`src/rtl/pipe_stage_reg_if.sv`:
```
// Upstream/downstream handshake bundle for one pipeline stage boundary.
// The slave modport is the stage register; the master modport drives it.
interface pipe_stage_reg_if #(
    parameter int unsigned DATA_W = 272,
    parameter int unsigned STAT_W = 3
);
    logic              in_valid_i;
    logic              in_ready_o;
    logic [DATA_W-1:0] in_data_i;
    logic [STAT_W-1:0] in_stat_i;
    logic              out_valid_o;
    logic              out_ready_i;
    logic [DATA_W-1:0] out_data_o;
    logic [STAT_W-1:0] out_stat_o;

    modport slave (
        input  in_valid_i,
        output in_ready_o,
        input  in_data_i,
        input  in_stat_i,
        output out_valid_o,
        input  out_ready_i,
        output out_data_o,
        output out_stat_o
    );

    modport master (
        output in_valid_i,
        input  in_ready_o,
        output in_data_i,
        output in_stat_i,
        input  out_valid_o,
        output out_ready_i,
        input  out_data_o,
        input  out_stat_o
    );
endinterface

```
`src/rtl/pipe_stage_reg.sv`:
```
// Pipeline stage register with valid/ready handshake, 2-entry skid buffer,
// legacy stall/bubble controls and saturating hazard event counters.
module pipe_stage_reg #(
    parameter int unsigned       DATA_W       = 272,
    parameter int unsigned       STAT_W       = 3,
    parameter logic [DATA_W-1:0] BUBBLE_DATA  = '0,
    parameter logic [STAT_W-1:0] BUBBLE_STAT  = '0,
    parameter bit                BUBBLE_VALID = 1'b1,
    parameter int unsigned       CNT_W        = 16
) (
    input  logic             clk_i,
    input  logic             rst_n_i,
    pipe_stage_reg_if.slave  bus,
    input  logic             stall_i,
    input  logic             bubble_i,
    input  logic             cnt_clr_i,
    output logic [CNT_W-1:0] stall_cnt_o,
    output logic [CNT_W-1:0] bubble_cnt_o
);

    logic              out_vld;
    logic [DATA_W-1:0] out_data;
    logic [STAT_W-1:0] out_stat;
    logic              skid_vld;
    logic [DATA_W-1:0] skid_data;
    logic [STAT_W-1:0] skid_stat;

    logic in_fire;
    logic out_fire;
    logic out_free;

    // Upstream ready depends only on registered skid state plus hazard controls.
    assign bus.in_ready_o  = ~skid_vld & ~stall_i & ~bubble_i;
    assign bus.out_valid_o = out_vld & ~stall_i;
    assign bus.out_data_o  = out_data;
    assign bus.out_stat_o  = out_stat;

    assign in_fire  = bus.in_valid_i & bus.in_ready_o;
    assign out_fire = bus.out_valid_o & bus.out_ready_i;
    assign out_free = ~out_vld | out_fire;

    always_ff @(posedge clk_i or negedge rst_n_i) begin
        if (!rst_n_i) begin
            out_vld   <= 1'b0;
            out_data  <= '0;
            out_stat  <= BUBBLE_STAT;
            skid_vld  <= 1'b0;
            skid_data <= '0;
            skid_stat <= '0;
        end else if (bubble_i) begin
            out_vld  <= BUBBLE_VALID;
            out_data <= BUBBLE_DATA;
            out_stat <= BUBBLE_STAT;
            skid_vld <= 1'b0;
        end else if (!stall_i) begin
            if (out_free) begin
                if (skid_vld) begin
                    // Skid drains first to keep out-before-skid ordering.
                    out_vld  <= 1'b1;
                    out_data <= skid_data;
                    out_stat <= skid_stat;
                    if (in_fire) begin
                        skid_data <= bus.in_data_i;
                        skid_stat <= bus.in_stat_i;
                    end else begin
                        skid_vld <= 1'b0;
                    end
                end else if (in_fire) begin
                    out_vld  <= 1'b1;
                    out_data <= bus.in_data_i;
                    out_stat <= bus.in_stat_i;
                end else begin
                    out_vld <= 1'b0;
                end
            end else if (in_fire) begin
                skid_vld  <= 1'b1;
                skid_data <= bus.in_data_i;
                skid_stat <= bus.in_stat_i;
            end
        end
    end

    always_ff @(posedge clk_i or negedge rst_n_i) begin
        if (!rst_n_i) begin
            stall_cnt_o  <= '0;
            bubble_cnt_o <= '0;
        end else begin
            if (cnt_clr_i) begin
                stall_cnt_o <= '0;
            end else if (stall_i && !bubble_i && (stall_cnt_o != '1)) begin
                stall_cnt_o <= stall_cnt_o + 1'b1;
            end
            if (cnt_clr_i) begin
                bubble_cnt_o <= '0;
            end else if (bubble_i && (bubble_cnt_o != '1)) begin
                bubble_cnt_o <= bubble_cnt_o + 1'b1;
            end
        end
    end

endmodule
```
`src/flat_wrapper.sv`:
```
// flat-port wrapper written by rule: the top's interface ports become plain ports
module pipe_stage_reg_flat 
#(
    parameter int unsigned       DATA_W       = 272,
    parameter int unsigned       STAT_W       = 3,
    parameter logic [DATA_W-1:0] BUBBLE_DATA  = '0,
    parameter logic [STAT_W-1:0] BUBBLE_STAT  = '0,
    parameter bit                BUBBLE_VALID = 1'b1,
    parameter int unsigned       CNT_W        = 16
)
  (clk_i, rst_n_i, stall_i, bubble_i, cnt_clr_i, stall_cnt_o, bubble_cnt_o, bus_in_valid_i, bus_in_ready_o, bus_in_data_i, bus_in_stat_i, bus_out_valid_o, bus_out_ready_i, bus_out_data_o, bus_out_stat_o);
  pipe_stage_reg_if #(.DATA_W(DATA_W), .STAT_W(STAT_W)) bus_i ();
  input  logic clk_i;
  input  logic rst_n_i;
  input  logic stall_i;
  input  logic bubble_i;
  input  logic cnt_clr_i;
  output logic [CNT_W-1:0] stall_cnt_o;
  output logic [CNT_W-1:0] bubble_cnt_o;
  input wire logic [$bits(bus_i.in_valid_i)-1:0] bus_in_valid_i;
  output wire logic [$bits(bus_i.in_ready_o)-1:0] bus_in_ready_o;
  input wire logic [$bits(bus_i.in_data_i)-1:0] bus_in_data_i;
  input wire logic [$bits(bus_i.in_stat_i)-1:0] bus_in_stat_i;
  output wire logic [$bits(bus_i.out_valid_o)-1:0] bus_out_valid_o;
  input wire logic [$bits(bus_i.out_ready_i)-1:0] bus_out_ready_i;
  output wire logic [$bits(bus_i.out_data_o)-1:0] bus_out_data_o;
  output wire logic [$bits(bus_i.out_stat_o)-1:0] bus_out_stat_o;
  assign bus_i.in_valid_i = bus_in_valid_i;
  assign bus_in_ready_o = bus_i.in_ready_o;
  assign bus_i.in_data_i = bus_in_data_i;
  assign bus_i.in_stat_i = bus_in_stat_i;
  assign bus_out_valid_o = bus_i.out_valid_o;
  assign bus_i.out_ready_i = bus_out_ready_i;
  assign bus_out_data_o = bus_i.out_data_o;
  assign bus_out_stat_o = bus_i.out_stat_o;
  pipe_stage_reg #(.DATA_W(DATA_W), .STAT_W(STAT_W), .BUBBLE_DATA(BUBBLE_DATA), .BUBBLE_STAT(BUBBLE_STAT), .BUBBLE_VALID(BUBBLE_VALID), .CNT_W(CNT_W)) u_core (.clk_i(clk_i), .rst_n_i(rst_n_i), .bus(bus_i), .stall_i(stall_i), .bubble_i(bubble_i), .cnt_clr_i(cnt_clr_i), .stall_cnt_o(stall_cnt_o), .bubble_cnt_o(bubble_cnt_o));
endmodule
```
`config.mk`:
```
export PLATFORM = sky130hd
export DESIGN_NAME = pipe_stage_reg_flat
export DESIGN_NICKNAME = d
export VERILOG_FILES = /design/src/rtl/pipe_stage_reg_if.sv /design/src/rtl/pipe_stage_reg.sv /design/src/flat_wrapper.sv
export SDC_FILE = /design/constraint.sdc
export NUM_CORES = 1
export LEC_CHECK = 0
export BUFFER_PORTS_ARGS = -buffer_cell sky130_fd_sc_hd__buf_2
export CAP_MARGIN = 20
export CORE_MARGIN = 2
export CORE_UTILIZATION = 30
export DETAILED_ROUTE_END_ITERATION = 8
export SLEW_MARGIN = 30
export SYNTH_ARGS = -nofsm -noshare
export SYNTH_HDL_FRONTEND = slang
export SYNTH_SLANG_ARGS = --single-unit
```
`constraint.sdc`:
```
create_clock -name clk_i -period 5.11 [get_ports clk_i]
set_input_delay 0.7665 -clock clk_i [delete_from_list [all_inputs] [get_ports clk_i]]
set_output_delay 0.7665 -clock clk_i [all_outputs]
set_load 0.005 [all_outputs]
```
# After elaboration in Yosys (flattened, before gate mapping)
# Index checks and enable logic that the tools add are counted.
# word_totals
ff_bits	584
inputBits	282
output_inout_bits	309
elab_cells	67
# op_classes
addsub	2
eq_ne	4
muxes	30
n_bitwise	10
reduce_logical	13
# op_table
operator	n
2-to-1 mux 272 bit	8
2-to-1 mux 16 bit	4
adder 16 x 1 -> 16 bit (second input constant)	2
!= test 16 bit (second input constant)	2
2-to-1 mux 3 bit	8
2-to-1 mux 1 bit	10
AND reduction 3 bit	2
nonzero test 2 bit	3
nonzero test 3 bit	2
bitwise AND 1 bit	5
!= test 2 x 1 -> 1 bit (second input constant)	2
inverter 1 bit	4
AND reduction 2 bit	2
logical AND 1 bit	3
zero test 1 bit	1
OR 1 bit	1

# Longest topological paths before layout
# Gate-level depths: netlist (run 1).
# depth
word_depth	9
depth_mapped	8
depth_no_buf	5

# Worst setup path before layout (run 1)
# Ideal clock, no wire load.
# synth_path
path_type	input to output
startpoint	in bubble_i
endpoint	out bus_in_ready_o
t_arrival_ns	1.318
t_required_ns	4.344
path_slack_ns	3.026
cell_stages	3
path_buffers	2
cell_sequence	buf_2 clkbuf_1 nor3_1
# synth_via
elab_chain_len	2
# synth_rtl
element	line_no	source
start: declaration	flat_wrapper.sv:16	input logic bubble_i;
inverter 1 bit (no source line)	-	
bitwise AND 1 bit	pipe_stage_reg.sv:33	assign bus.in_ready_o = ~skid_vld & ~stall_i & ~bubble_i;
end: declaration	flat_wrapper.sv:21	output wire logic [$bits(bus_i.in_ready_o)-1:0] bus_in_ready_o;
# Every way passes these cells.

# Worst setup path after layout (run 1)
# Ends and elaborated chain as after synthesis.

==> impl_metrics.ini, run 1 <==
[synthesis]
synth.top_cells.by_area = sky130_fd_sc_hd__dfrtp_1 (57%), sky130_fd_sc_hd__mux2_1 (11%), sky130_fd_sc_hd__mux2i_1 (11%)
leading_area_contributor_after_synthesis = sky130_fd_sc_hd__dfrtp_1
synth_sequential_area_ratio = 0.574
synthesis.yosys.warnings = 0
postSynth.topFlopCell = sky130_fd_sc_hd__dfrtp_1
ys_async_sr_fraction = 1.00
syn-cell-area_um2 = 25500
synthDominantCellAreaShare = 0.574
ys_types = 40
synth_cells = 2004
avgSynthCellArea_um2 = 12.7
number_of_register_bits_inferred_by_synthesis = 584
synthesized_net_count = 2288
synth_enable_flop_cells = 0

[placed_design]
placement.io_buffers = 590
placed_cells_incl_taps = 3601
detailed_place_hpwl_um = 44700
routabilityCongestion = 0.756

[drt]
wl_um = 67500
drt-vias-per-instance = 4.72
via_count = 17631
detail_route.first_pass.iterations = 5
final_ant_viol_nets = 0
drt_iter0_drc = 747
route.detailed.drc = 0
routed_length_per_instance_um = 18.1

[worst_setup_path]
worstSetupPathType = in -> out
critical_path.max_fanout = 85
endpoint_class_of_the_critical_path = primary output
critical_path.startpoint_type = input pin
worstPathRequired_ns = 4.34
cp.arrival_ns = 2.32

[timing]
period_share = 0.604
grt_setup_unrepaired = no
fin_tns_setup_ns = 0
relSlewSlack = 0.347
setup_viol = 0
timing_worst_slew_pin_value_ns = 0.980
clock-skew-final_ns = 0.0201
fmax_mhz = 324
endpoints_failing_hold = 0
min_period_ns = 3.09
drv_slew = 0

[cells_and_area]
final_cell_mix = sky130_fd_sc_hd__buf_2 (588), sky130_fd_sc_hd__dfrtp_1 (583), sky130_fd_sc_hd__nand2_1 (287)
most_common_library_cell_in_the_layout_ignoring_fill_and_taps = sky130_fd_sc_hd__buf_2
final_cell_count_without_fillers = 3738
finalNetCount = 2821
area_added_between_synthesis_and_finish_pct = 24.5
n_fill_cell = 8334
fraction_of_layout_cells_with_a_size_suffix_above_1 = 0.294

[clocking]
clock_tree_from_tritoncts = built
postCtsSetupRepairBufs = 0
sinks_on_clock_net = 584
cts.root.buffer_cell = sky130_fd_sc_hd__clkbuf_16
cts-htree-levels = 3
clkTransAtPathRegs_ns = 0.06
holdBufCountCts = 0
postCtsResizedCells = 0
clock_tree.buffer_depth = 3
clock_buffers_created_by_tritoncts = 68
clock_latency_ns = 0.60

[floorplanning]
start_util = 0.304
core_region_area_um2 = 83800
boundary_pins = 591
die_height_um = 295
floorplan.rows = 106
dieWidth_um = 295
die_area_um2 = 87200

[global_route]
grt_max_degree = 156
global_route_wire_length_before_repair_um = 105000
first_global_vias = 17661
grtUsageTotal = 0.152
globalRoute.totalOverflow = 0
grt_antenna_before_repair = 22

[run_status]
outcome = finished clean

[min_path]
min_path_type = in -> async

[power]
p_per_area_nw_per_um2 = 393
leakage_nw = 14.5
vdd.ir_drop.worst_mv = 0.291

[job]
count_of_max_cap_constraint_violations = 0
stage by stage:
| stage | setup slack, ns | total power, mW | cell area (µm²) | utilization | hold WS, ns |
|---|---|---|---|---|---|
| floorplan | 3.03 | 6.81 | 25500 | - | 0.464 |
| global placement | 1.92 | 7.52 | 29400 | 0.350 | 0.454 |
| detailed placement | 1.92 | 7.59 | 29400 | 0.350 | 0.460 |
| CTS | 2.00 | 12.7 | 31700 | 0.378 | 0.192 |
| global route | 1.89 | 13.1 | 31700 | 0.378 | 0.229 |
| finish | 2.02 | 12.4 | 31700 | 0.378 | 0.209 |
path summary, 6_finish.rpt:
check / slack (ns) / depth (start not counted) / from / end
worst max-delay path: 2.02 / 4 / bubble_i / bus_in_ready_o
min in group clk_i: 0.39 / 2 / bus_in_data_i[270] / u_core.skid_data[270]
max in group asynchronous: 3.68 / 2 / rst_n_i / u_core.skid_data[269]
worst min register to register: 0.47 / 2 / u_core.bus.out_data_o[9] / u_core.bus.out_data_o[9]
worst max register to register: 2.37 / 4 / u_core.skid_vld / u_core.skid_data[116]
worst min-delay path: 0.21 / 1 / rst_n_i / u_core.skid_data[1]
registers in the layout, summed over array words and instances, names as in the netlist:
register	count
u_core.bus.out_data_o	272
u_core.skid_data	272
u_core.bubble_cnt_o	16
u_core.stall_cnt_o	16
u_core.bus.out_stat_o	3
u_core.skid_stat	3
u_core.out_vld	1
u_core.skid_vld	1
per-layer routing:
metal | up-vias | GRT usage | share of wire
met1 | 8665 | 0.195 | 0.43
met5 | - | 0 | 0.0022
met4 | 24 | 0.0500 | 0.022
li1 | 8392 | - | -
met2 | 435 | 0.239 | 0.47
met3 | 115 | 0.0522 | 0.079
power by group:
part	total [mW]	leakage, nW	internal, mW	switching (mW)
combinational	1.63	5.94	0.813	0.815
sequential	5.84	7.41	5.43	0.403
clock	4.98	1.12	2.94	2.03
total	12.4	14.5	9.19	3.25
critical path: stages:
cell and delay (ns):
sky130_fd_sc_hd__buf_8 0.43, sky130_fd_sc_hd__buf_4 0.72, sky130_fd_sc_hd__nor3_1 0.10, sky130_fd_sc_hd__buf_2 0.16
cells by family after synthesis:
family / share of synthesized area
AO/OA/AOI/OAI: 0.0949
adder cells (fa/ha/maj): 0.000983
multiplexers: 0.231
flip-flops: 0.574
XOR/XNOR: 0.00138
AND/OR/NAND/NOR: 0.0619
buffers and inverters: 0.0353
cell type report:
type,instances,area (µm²),area share
flip-flops and latches,584,14600,0.461
multi-input cells,1257,9960,0.314
repair buffers,621,3360,0.106
clock buffers,102,2000,0.0631
well taps,1134,1420,0.0448
clock inverters,21,292,0.00920
diodes,14,35.0,0.00111
inverters,5,18.8,0.000592
synthesized netlist by cell type (all sizes together) (2+ instances only):
| cell | count |
|---|---|
| a21oi | 21 |
| and4 | 5 |
| nand4 | 14 |
| xor2 | 4 |
| nor2b | 5 |
| o21a | 2 |
| nand3 | 9 |
| inv | 5 |
| nor3 | 4 |
| o21ai | 19 |
| nor4 | 3 |
| nor2 | 12 |
| o31ai | 278 |
| nand2 | 287 |
| and3 | 4 |
| o41ai | 2 |
| or4 | 3 |
| clkbuf | 59 |
| and2 | 2 |
| dfrtp | 584 |
| o2111ai | 2 |
| mux2i | 277 |
| ha | 2 |
| mux2 | 277 |
| or3 | 18 |
| buf | 99 |
(Power assumes the default switching activity.)
==> run 2, diff against run 1 <==
- clock period: 5.11 -> 2.6 ns (I/O delays scaled with it)
==> impl_metrics.ini, run 2 (synthesized netlist as in run 1, its figures left out) <==
[timing]
period_share = 0.887
relSlewSlack = 0.313
clock-skew-final_ns = 0.0177
timing_worst_slew_pin_value_ns = 1.03
fmax_mhz = 433
grt_setup_unrepaired = no
fin_tns_setup_ns = 0
drv_slew = 0
final_critical_path_setup_slack_ns = 0.293
min_period_ns = 2.31
endpoints_failing_hold = 0
setup_viol = 0

[cells_and_area]
fraction_of_layout_cells_with_a_size_suffix_above_1 = 0.275
area_added_between_synthesis_and_finish_pct = 33.9
final_cell_mix = sky130_fd_sc_hd__buf_2 (588), sky130_fd_sc_hd__dfrtp_1 (583), sky130_fd_sc_hd__nand2_1 (287)
finalNetCount = 3067
most_common_library_cell_in_the_layout_ignoring_fill_and_taps = sky130_fd_sc_hd__buf_2

[floorplanning]
start_util = 0.304
floorplan.rows = 106
dieWidth_um = 295
core_region_area_um2 = 83800
boundary_pins = 591
die_height_um = 295
die_area_um2 = 87200

[worst_setup_path]
cp.arrival_ns = 2.77
endpoint_class_of_the_critical_path = flip-flop
worstSetupPathType = reg -> reg
worstPathRequired_ns = 3.06
critical_path.startpoint_type = flip-flop
critical_path.max_fanout = 99
worst-r2r-cell-count = 4

[placed_design]
pre_cts_slack_ns = 0.408
routabilityCongestion = 0.781
placement.io_buffers = 590
detailed_place_hpwl_um = 46700

[clocking]
clock_tree_from_tritoncts = built
clock_latency_ns = 0.59
clkTransAtPathRegs_ns = 0.06
clock_buffers_created_by_tritoncts = 68
cts.root.buffer_cell = sky130_fd_sc_hd__clkbuf_16
postCtsResizedCells = 0
sinks_on_clock_net = 584
clock_tree.buffer_depth = 3
cts-htree-levels = 3

[drt]
via_count = 18743
routed_length_per_instance_um = 17.6
final_ant_viol_nets = 0
detail_route.first_pass.iterations = 5
drt_iter0_drc = 900
route.detailed.drc = 0
wl_um = 70100
drt-vias-per-instance = 4.72

[run_status]
outcome = finished clean

[power]
vdd.ir_drop.worst_mv = 0.578
p_per_area_nw_per_um2 = 713
report.power.total_mw = 24.3
leakage_nw = 15.5

[global_route]
grt_antenna_before_repair = 14
globalRoute.totalOverflow = 0
global_route_wire_length_before_repair_um = 109000
grt_max_degree = 178
grtUsageTotal = 0.156
first_global_vias = 19278

[job]
count_of_max_cap_constraint_violations = 0

[min_path]
worst_hold_path.num_cells = 2
min_path_type = in -> reg
[run 2: what timing repair did]
item,CTS,global route
endpoints found under the hold margin,261,0
hold buffers,220,0
setup buffers,0,0
[run 2: per-layer routing]
metal | track usage | part of all wire | vias to the layer above
li1 | - | - | 8863
met1 | 0.195 | 0.43 | 9223
met2 | 0.255 | 0.47 | 519
met3 | 0.0491 | 0.073 | 130
met4 | 0.0531 | 0.028 | 8
met5 | 0 | 0.00087 | -
[run 2: final cells by class]
class	instances	area [µm²]
fillers	8099	49700
flip-flops and latches	584	14600
multi-input cells	1257	9960
repair buffers	867	5920
clock buffers	101	1940
well taps	1134	1420
clock inverters	18	190
diodes	9	22.5
inverters	5	18.8
[run 2: worst paths after layout]
path / from / to / slack [ns]
max in group asynchronous: rst_n_i / u_core.skid_data[71] / 1.35
min reg2reg: u_core.bus.out_data_o[138] / u_core.bus.out_data_o[138] / 0.47
max: u_core.skid_vld / u_core.skid_data[158] / 0.29
min: bus_in_data_i[14] / u_core.skid_data[14] / 0.05
max reg2reg: u_core.skid_vld / u_core.skid_data[158] / 0.29
min in group asynchronous: rst_n_i / u_core.skid_data[23] / 0.39
[run 2: stage by stage]
| stage | hold slack, ns | util | area [µm²] | std cells |
|---|---|---|---|---|
| after global routing | 0.00216 | 0.407 | 34100 | 3974 |
| after floorplan | 0.0944 | - | 25500 | 2004 |
| final | 0.0494 | 0.407 | 34100 | 3975 |
| after global placement | 0.442 | 0.355 | 29700 | 3627 |
| after detailed placement | 0.436 | 0.355 | 29700 | 3627 |
| after CTS | 0.0000379 | 0.406 | 34100 | 3966 |
[run 2: worst max-delay path: stages, from the launching register on]
cell,delay (ns)
sky130_fd_sc_hd__dfrtp_4,0.56
sky130_fd_sc_hd__nor4b_2,0.41
sky130_fd_sc_hd__nand3_4,0.21
sky130_fd_sc_hd__buf_12,0.25
sky130_fd_sc_hd__mux2_1,0.49
[run 2: power by group]
group          internal, mW  switching, mW  total (mW)
clock network          5.31           3.94        9.25
registers              10.7          0.810        11.5
logic                  1.87           1.69        3.56
